--- config.mk ---
export PLATFORM = sky130hd
export DESIGN_NAME = minibyte_cpu_core
export DESIGN_NICKNAME = d
export VERILOG_FILES = /design/src/rtl/minibyte_pkg.sv /design/src/rtl/minibyte_alu_p.sv /design/src/rtl/minibyte_cpu_core.sv
export SDC_FILE = /design/constraint.sdc
export NUM_CORES = 1
export LEC_CHECK = 0
export CORE_UTILIZATION = 57
export CTS_CLUSTER_DIAMETER = 100
export DETAILED_ROUTE_END_ITERATION = 10
export PLACE_DENSITY = 0.8
export SYNTH_ARGS = -nofsm -noshare
export SYNTH_HDL_FRONTEND = slang
export SYNTH_SLANG_ARGS = --single-unit
--- constraint.sdc ---
create_clock -name clk_in -period 3.82 [get_ports clk_in]
set_input_delay 0.382 -clock clk_in [delete_from_list [all_inputs] [get_ports clk_in]]
set_output_delay 0.382 -clock clk_in [all_outputs]
set_load 0.03 [all_outputs]
--- src/rtl/minibyte_pkg.sv ---
// Shared opcodes, FSM state and ALU-op encodings for the minibyte CPU.
// MINIBYTE_CPU_CARRY_EN adds the C flag and turns opcode C into JC.
package minibyte_pkg;

  localparam logic [3:0] OP_NOP = 4'h0;
  localparam logic [3:0] OP_LDI = 4'h1;
  localparam logic [3:0] OP_LDA = 4'h2;
  localparam logic [3:0] OP_STA = 4'h3;
  localparam logic [3:0] OP_ADD = 4'h4;
  localparam logic [3:0] OP_SUB = 4'h5;
  localparam logic [3:0] OP_AND = 4'h6;
  localparam logic [3:0] OP_OR  = 4'h7;
  localparam logic [3:0] OP_XOR = 4'h8;
  localparam logic [3:0] OP_JMP = 4'h9;
  localparam logic [3:0] OP_JZ  = 4'hA;
  localparam logic [3:0] OP_JN  = 4'hB;
  localparam logic [3:0] OP_JC  = 4'hC;
  localparam logic [3:0] OP_HLT = 4'hF;

  typedef enum logic [1:0] {ST_FETCH, ST_OPERAND, ST_EXEC, ST_HALT} state_e;

  typedef enum logic [2:0] {ALU_PASS, ALU_ADD, ALU_SUB, ALU_AND, ALU_OR, ALU_XOR} alu_op_e;

  function automatic alu_op_e alu_op_of(input logic [3:0] op);
    case (op)
      OP_ADD:  return ALU_ADD;
      OP_SUB:  return ALU_SUB;
      OP_AND:  return ALU_AND;
      OP_OR:   return ALU_OR;
      OP_XOR:  return ALU_XOR;
      default: return ALU_PASS;
    endcase
  endfunction

  // Opcodes that are followed by an operand word.
  function automatic logic has_operand(input logic [3:0] op);
    logic r;
    r = (op >= OP_LDI) && (op <= OP_JN);
`ifdef MINIBYTE_CPU_CARRY_EN
    r = r || (op == OP_JC);
`endif
    return r;
  endfunction

endpackage

--- src/rtl/minibyte_alu_p.sv ---
// Combinational ALU: pass-through, add, subtract and bitwise ops with Z/N
// flags; C output present only under MINIBYTE_CPU_CARRY_EN.
module minibyte_alu_p
  import minibyte_pkg::*;
#(
  parameter int DATA_W = 8
) (
  input  logic [DATA_W-1:0] a,
  input  logic [DATA_W-1:0] b,
  input  alu_op_e           op,
  output logic [DATA_W-1:0] result,
  output logic              z,
  output logic              n
`ifdef MINIBYTE_CPU_CARRY_EN
  ,
  output logic              c
`endif
);

`ifdef MINIBYTE_CPU_CARRY_EN
  localparam int EXT_W = DATA_W + 1;
`else
  localparam int EXT_W = DATA_W;
`endif

  logic [EXT_W-1:0] add_w;
  logic [EXT_W-1:0] sub_w;

  assign add_w = EXT_W'(a) + EXT_W'(b);
  assign sub_w = EXT_W'(a) - EXT_W'(b);

  always_comb begin
    result = b;
    case (op)
      ALU_ADD: result = add_w[DATA_W-1:0];
      ALU_SUB: result = sub_w[DATA_W-1:0];
      ALU_AND: result = a & b;
      ALU_OR:  result = a | b;
      ALU_XOR: result = a ^ b;
      default: result = b;
    endcase
  end

  assign z = (result == '0);
  assign n = result[DATA_W-1];

`ifdef MINIBYTE_CPU_CARRY_EN
  // For SUB the top bit of the widened difference is the borrow.
  assign c = (op == ALU_SUB) ? ~sub_w[DATA_W] : add_w[DATA_W];
`endif

endmodule

--- src/rtl/minibyte_cpu_core.sv ---
// minibyte CPU: A/M/PC register model with fetch/operand/exec/halt FSM and
// a memory ready handshake. MINIBYTE_CPU_CARRY_EN enables the C flag and JC.
module minibyte_cpu_core
  import minibyte_pkg::*;
#(
  parameter int DATA_W = 8,
  parameter int ADDR_W = 8
) (
  input  logic              clk_in,
  input  logic              rst_in,
  input  logic [DATA_W-1:0] data_in,
  input  logic              rdy_in,
  output logic [ADDR_W-1:0] addr_out,
  output logic [DATA_W-1:0] data_out,
  output logic              we_out,
  output logic              halt_out
);

  state_e            state_q, state_d;
  logic [ADDR_W-1:0] pc_q, pc_d;
  logic [ADDR_W-1:0] m_q, m_d;
  logic [DATA_W-1:0] a_q, a_d;
  logic [3:0]        ir_q, ir_d;
  logic              z_q, z_d;
  logic              n_q, n_d;
`ifdef MINIBYTE_CPU_CARRY_EN
  logic              c_q, c_d;
  logic              alu_c;
`endif

  logic [DATA_W-1:0] alu_res;
  logic              alu_z, alu_n;
  logic [ADDR_W-1:0] opnd_addr;
  logic [3:0]        fetch_op;

  assign opnd_addr = data_in[ADDR_W-1:0];
  assign fetch_op  = data_in[3:0];
  assign data_out  = a_q;

  minibyte_alu_p #(.DATA_W(DATA_W)) u_alu (
    .a      (a_q),
    .b      (data_in),
    .op     (alu_op_of(ir_q)),
    .result (alu_res),
    .z      (alu_z),
    .n      (alu_n)
`ifdef MINIBYTE_CPU_CARRY_EN
    ,
    .c      (alu_c)
`endif
  );

  always_ff @(posedge clk_in or negedge rst_in) begin
    if (!rst_in) begin
      state_q <= ST_FETCH;
      pc_q    <= '0;
      m_q     <= '0;
      a_q     <= '0;
      ir_q    <= '0;
      z_q     <= 1'b0;
      n_q     <= 1'b0;
`ifdef MINIBYTE_CPU_CARRY_EN
      c_q     <= 1'b0;
`endif
    end else begin
      state_q <= state_d;
      pc_q    <= pc_d;
      m_q     <= m_d;
      a_q     <= a_d;
      ir_q    <= ir_d;
      z_q     <= z_d;
      n_q     <= n_d;
`ifdef MINIBYTE_CPU_CARRY_EN
      c_q     <= c_d;
`endif
    end
  end

  // With rdy_in low every register keeps its value, so all outputs hold.
  always_comb begin
    state_d  = state_q;
    pc_d     = pc_q;
    m_d      = m_q;
    a_d      = a_q;
    ir_d     = ir_q;
    z_d      = z_q;
    n_d      = n_q;
`ifdef MINIBYTE_CPU_CARRY_EN
    c_d      = c_q;
`endif
    addr_out = pc_q;
    we_out   = 1'b0;
    halt_out = 1'b0;

    case (state_q)
      ST_FETCH: begin
        if (rdy_in) begin
          ir_d = fetch_op;
          pc_d = pc_q + ADDR_W'(1);
          if (fetch_op == OP_HLT)        state_d = ST_HALT;
          else if (has_operand(fetch_op)) state_d = ST_OPERAND;
          else                            state_d = ST_FETCH;
        end
      end
      ST_OPERAND: begin
        if (rdy_in) begin
          pc_d    = pc_q + ADDR_W'(1);
          state_d = ST_FETCH;
          case (ir_q)
            OP_LDI: begin
              a_d = alu_res;
              z_d = alu_z;
              n_d = alu_n;
            end
            OP_JMP: pc_d = opnd_addr;
            OP_JZ:  if (z_q) pc_d = opnd_addr;
            OP_JN:  if (n_q) pc_d = opnd_addr;
`ifdef MINIBYTE_CPU_CARRY_EN
            OP_JC:  if (c_q) pc_d = opnd_addr;
`endif
            default: begin
              m_d     = opnd_addr;
              state_d = ST_EXEC;
            end
          endcase
        end
      end
      ST_EXEC: begin
        addr_out = m_q;
        we_out   = (ir_q == OP_STA);
        if (rdy_in) begin
          state_d = ST_FETCH;
          if (ir_q != OP_STA) begin
            a_d = alu_res;
            z_d = alu_z;
            n_d = alu_n;
          end
`ifdef MINIBYTE_CPU_CARRY_EN
          if ((ir_q == OP_ADD) || (ir_q == OP_SUB)) c_d = alu_c;
`endif
        end
      end
      ST_HALT: begin
        halt_out = 1'b1;
      end
    endcase
  end

endmodule

======== Word level (Yosys, flattened, before mapping) ========
Cells that the tools add are included.
storage, ports and cells
  output and inout port bits .............. 18
  register bits ........................... 32
cells by class
  reductions and logical operators ........ 12
  mux-type cells .......................... 33
  $add $sub $neg .......................... 3
  order comparisons ....................... 2
  equality and inequality tests ........... 25
  bitwise gates (word level) .............. 4
operator list
  cell                                                             number
  8-bit 2-to-1 mux                                                 9
  8-bit one-hot mux with 5 select lines                            1
  8-bit one-hot mux with 2 select lines                            2
  8-bit one-hot mux with 3 select lines                            1
  4-bit == test, second input constant                             5
  4-bit by 3-bit == test with 1-bit output, second input constant  4
  3-bit one-hot mux with 5 select lines                            1
  1-bit 2-to-1 mux                                                 11
  2-bit 2-to-1 mux                                                 5
  8-bit by 1-bit adder with 8-bit output, second input constant    1
  8-bit adder                                                      1
  8-bit bitwise AND                                                1
  8-bit logical NOT                                                1
  2-bit inequality test, second input constant                     4
  8-bit bitwise OR                                                 1
  8-bit subtractor                                                 1
  8-bit bitwise XOR                                                1
  3-bit by 2-bit == test with 1-bit output, second input constant  2
  3-bit == test, second input constant                             2
  2-bit one-hot mux with 3 select lines                            1
  3-bit AND reduction                                              2
  5-bit AND reduction                                              1
  2-bit == test, second input constant                             2
  4-bit by 1-bit == test with 1-bit output, second input constant  1
  other kinds (16)                                                 18

======== Logic depth before layout (Yosys ltp) ========
  word-level depth ........................ 8
  depth in mapped cells ................... 13
  mapped depth without buffers ............ 13

======== Cells and area by module ========
A second synthesis with hierarchy kept.
unflattened totals
  cell total of the unflattened synthesis .. 309
  area total of the unflattened synthesis .. 2845.2 µm²
by module, submodules not included
  module             area each (µm²)  seq. area each (µm²)  instances  cells each
  minibyte_cpu_core  1745.4           800.8                 1          159
  minibyte_alu_p     1099.8           0.0                   1          150

======== Worst setup path before layout ========
Ideal clock, no wire load.
  path kind ............................... flip-flop to flip-flop
  from .................................... reg ir_q[3]
  to ...................................... reg z_q
  setup slack ............................. 0.957 ns
  buffers on the path ..................... 2
  clock period less this slack ............ 2.863 ns
  arrival time ............................ 2.742 ns
  cell stages (with the launch flop) ...... 13
  path through ............................ dfrtp_1 > buf_4 > and4bb_1 > buf_4 > mux2_2 > fa_1 > nand2b_1 > a21oi_1 > mux2i_1 > o221ai_1 > mux2i_1 > and4bb_1 > a32o_2
between the ends
  longest elaborated chain between the ends .. 8
  elaborated cells between the ends (all ways) .. 23
ends and longest elaborated chain
  what                                                                       RTL line                                            RTL
  start, declared                                                            minibyte_cpu_core.sv:23                             logic [3:0] ir_q, ir_d;
  start signal, assigned                                                     minibyte_cpu_core.sv:70                             ir_q <= ir_d;
  4-bit == test or 4-bit by 3-bit == test with 1-bit output (tied branches)  minibyte_pkg.sv:25                                  case (op)
  3-bit one-hot mux with 5 select lines                                      minibyte_pkg.sv:25
  3-bit == test (tied with other cells)                                      minibyte_alu_p.sv:34                                case (op)
  8-bit one-hot mux with 5 select lines                                      minibyte_alu_p.sv:34
  8-bit logical NOT                                                          minibyte_alu_p.sv:44                                assign z = (result == '0);
  1-bit 2-to-1 mux (on tied branches)                                        minibyte_cpu_core.sv:133, minibyte_cpu_core.sv:109
  1-bit 2-to-1 mux (on tied branches)                                        minibyte_cpu_core.sv:131, minibyte_cpu_core.sv:106
  1-bit one-hot mux with 2 select lines                                      minibyte_cpu_core.sv:95                             case (state_q)
  end signal, assigned                                                       minibyte_cpu_core.sv:71                             z_q <= z_d;
  end, declared                                                              minibyte_cpu_core.sv:24                             logic z_q, z_d;
Several ways; a longest one is shown, not always the timed one. The select of a mux whose other input is x is not followed.
A chain may end at the register's enable or synchronous reset.

======== Worst setup path in the final report ========
  from .................................... reg ir_q[2]
  to ...................................... reg z_q
Same word-level chain as after synthesis.

==> impl_metrics.env <==
export IMPL_status="complete, but fails checks"
export IMPL_violations="DRC"
export IMPL_grt_use_met1_pct=41.3
export IMPL_track_usage_pct=30.1
export IMPL_endpoint_kind="flop"
export IMPL_overflow=0
export IMPL_rsz0062_at_grt="false"
export IMPL_final_hold_viol_count=0
export IMPL_cellLeakagePower_nw=1.35
export IMPL_period_share_pct=84.9
export IMPL_cp_slowest_stage_delay_ns=0.55
export IMPL_core_area_sq_um=4470
export IMPL_ys_seq_area_share_pct=28.6
export IMPL_io_buffers=28
export IMPL_drc=3
export IMPL_cts_sinks=31
export IMPL_insertion_delay_ns=0.29
export IMPL_grt_pass1_wl_microns=11800
export IMPL_area_growth_pct=14.5
export IMPL_dr_total_vias=2526
export IMPL_gp_congestion=0.967
export IMPL_clockRootBuffer="clkbuf_8"
export IMPL_cp_start_kind="flop"
export IMPL_nNetsFinal=390
export IMPL_crit_type="flop to flop"
export IMPL_synth_cell_area_sq_um=2720
export IMPL_place_ws_ns=0.420
export IMPL_dr_pass1_iters=7
export IMPL_synth_edf_count=0
export IMPL_start_util_pct=60.7
export IMPL_post_cts_buffers=0
export IMPL_htree_levels=2
export IMPL_finish_utilization_pct=69.5
export IMPL_io_pins=29
export IMPL_fin_setup_tns_ns=0
export IMPL_std_cell_rows=24
export IMPL_worst_ep_arrival_time_ns=3.42
export IMPL_cp_num_buf_inv=0
export IMPL_power_density_nw_per_um2=838
export IMPL_setup_slack_ns=0.578
export IMPL_cts_hold_buffers=0
export IMPL_syn_num_nets=365
export IMPL_critPathRequiredTime_ns=4.00
export IMPL_met3_usage_pct=4.27
export IMPL_drive_above_1_share_pct=9.22
export IMPL_dieArea_sq_um=5050
export IMPL_clk_path_buf_depth=2
export IMPL_peakVddDrop_mv=0.414
export IMPL_synthFlopType="dfrtp_1"
export IMPL_layout_commonest_cell="o21ai_0"
export IMPL_drv_cap=0
export IMPL_syn_area_per_cell_sq_um=8.44
export IMPL_drv_slew=0
export IMPL_cp_top_family="simple AND/OR/NAND/NOR gates"
export IMPL_synth_cell_types=55
export IMPL_use_met2_pct=48.3
export IMPL_finalSetupViolCount=0
export IMPL_power_mw=2.61
export IMPL_max_slew_margin_rel_pct=18.6
export IMPL_first_iter_violations=105
export IMPL_wire_per_inst_microns=17.3
export IMPL_antenna_cells=0
export IMPL_ys_seq_elements=31
export IMPL_cts_resized=0
export IMPL_die_h_microns=71.0
export IMPL_max_freq_ghz=0.308
export IMPL_period_needed_ns=3.24
export IMPL_yosysWarningCount=0
export IMPL_final_cell_mix="o21ai_0 (38), nand2_1 (34), ha_1 (31), dfrtp_1 (31), clkdlybuf4s50_1 (28)"
export IMPL_antenna_found_initial=0
export IMPL_ant_nets=0
export IMPL_dp_hpwl_microns=5030
export IMPL_syn_inst=322
export IMPL_top_usage_layer="met2"
export IMPL_cp_cell_sequence="and4bb_1 -> mux2_2 -> fa_1 -> nand2b_1 -> a21oi_1 -> mux2i_1 -> o221ai_1 -> mux2i_1 -> and4bb_1 -> a32o_2"
export IMPL_cp_max_fo=11
export IMPL_vias_per_cell=6.33
export IMPL_hold_path_class="primary input to asynchronous set/reset pin"
export IMPL_async_reset_ff_share_pct=100
export IMPL_numCtsBuffers=5
export IMPL_worst_slew_pin_slew_ns=1.21
export IMPL_clock_skew_ns=0.00918
export IMPL_dieWidth_microns=71.0
export IMPL_grt_pass1_vias=2407
export IMPL_slowest_stage="dfrtp_1"
export IMPL_clkTransAtPathRegs_ns=0.07
export IMPL_cts_tree="built"
export IMPL_routed_wl_microns=6920
export IMPL_grt_max_degree=32
## report_power, final
group | switching (mW) | internal [mW]
sequential | 0.162 | 0.474
clock | 0.128 | 0.141
combinational | 1.00 | 0.700
total | 1.29 | 1.32
## flip-flops by register name, indices dropped and copies added (netlist names)
name	cells
m_q	8
pc_q	8
data_out	7
ir_q	4
state_q	2
n_q	1
z_q	1
## per-stage QoR
stage / hold WS (ns) / cell area, sq um / std cells
6_report: 0.490 / 3110 / 399
5_1_grt: 0.513 / 3110 / 399
4_1_cts: 0.486 / 3110 / 399
3_5_place_dp: 0.470 / 3020 / 392
3_3_place_gp: 0.461 / 3020 / 392
2_1_floorplan: 0.0864 / 2720 / 322
## layer usage
layer | wire length, microns | part of all wire [%]
met5 | 0 | 0
met4 | 133 | 1.9
met3 | 402 | 5.8
met2 | 3190 | 46
met1 | 3190 | 46
## logic make-up (layout without fill, tap and decap cells)
family / Yosys count / after routing / synth area share (%)
AOI/OAI and AO/OA: 101 / 101 / 23.2
and+or+nand+nor: 94 / 94 / 17.5
DFF: 31 / 31 / 28.6
muxes: 14 / 14 / 5.53
adders and majority gates: 32 / 32 / 15.0
xor gates and xnor gates: 10 / 10 / 3.22
buffers and inverters: 40 / 65 / 6.96
## area by class of cell
cell class / count / area [sq um]
Clock buffer: 6 / 82.6
Clock inverter: 1 / 5.00
Fill cell: 393 / 1370
Inverter: 22 / 82.6
Multi-Input combinational cell: 251 / 1760
Sequential cell: 31 / 776
Tap cell: 52 / 65.1
Timing Repair Buffer: 36 / 340
## cell usage after synthesis, types with 6 or more instances
master     n  area, sq um
nor3_1     9         45.0
mux2_2     8         90.1
clkbuf_1   7         26.3
xnor2_1    8         70.1
o21ai_1    6         30.0
nand2b_1   6         37.5
ha_1      31          388
inv_1     22         82.6
mux2i_1    6         60.1
nor2_1    19         71.3
a21oi_1   19         95.1
o21ai_0   38          190
nand2_1   34          128
dfrtp_1   31          776
## path summary, 6_finish.rpt
path	from	endpoint	slack, ns	cells after the start
max	ir_q[2]	z_q	0.58	10
min	rst_in	state_q[1]	0.49	2
max reg2reg	ir_q[2]	z_q	0.58	10
min reg2reg	m_q[1]	m_q[1]	0.49	2
max in group asynchronous	rst_in	data_out[2]	3.03	2
min in group clk_in	m_q[1]	m_q[1]	0.49	2
(Power assumes the default switching activity.)
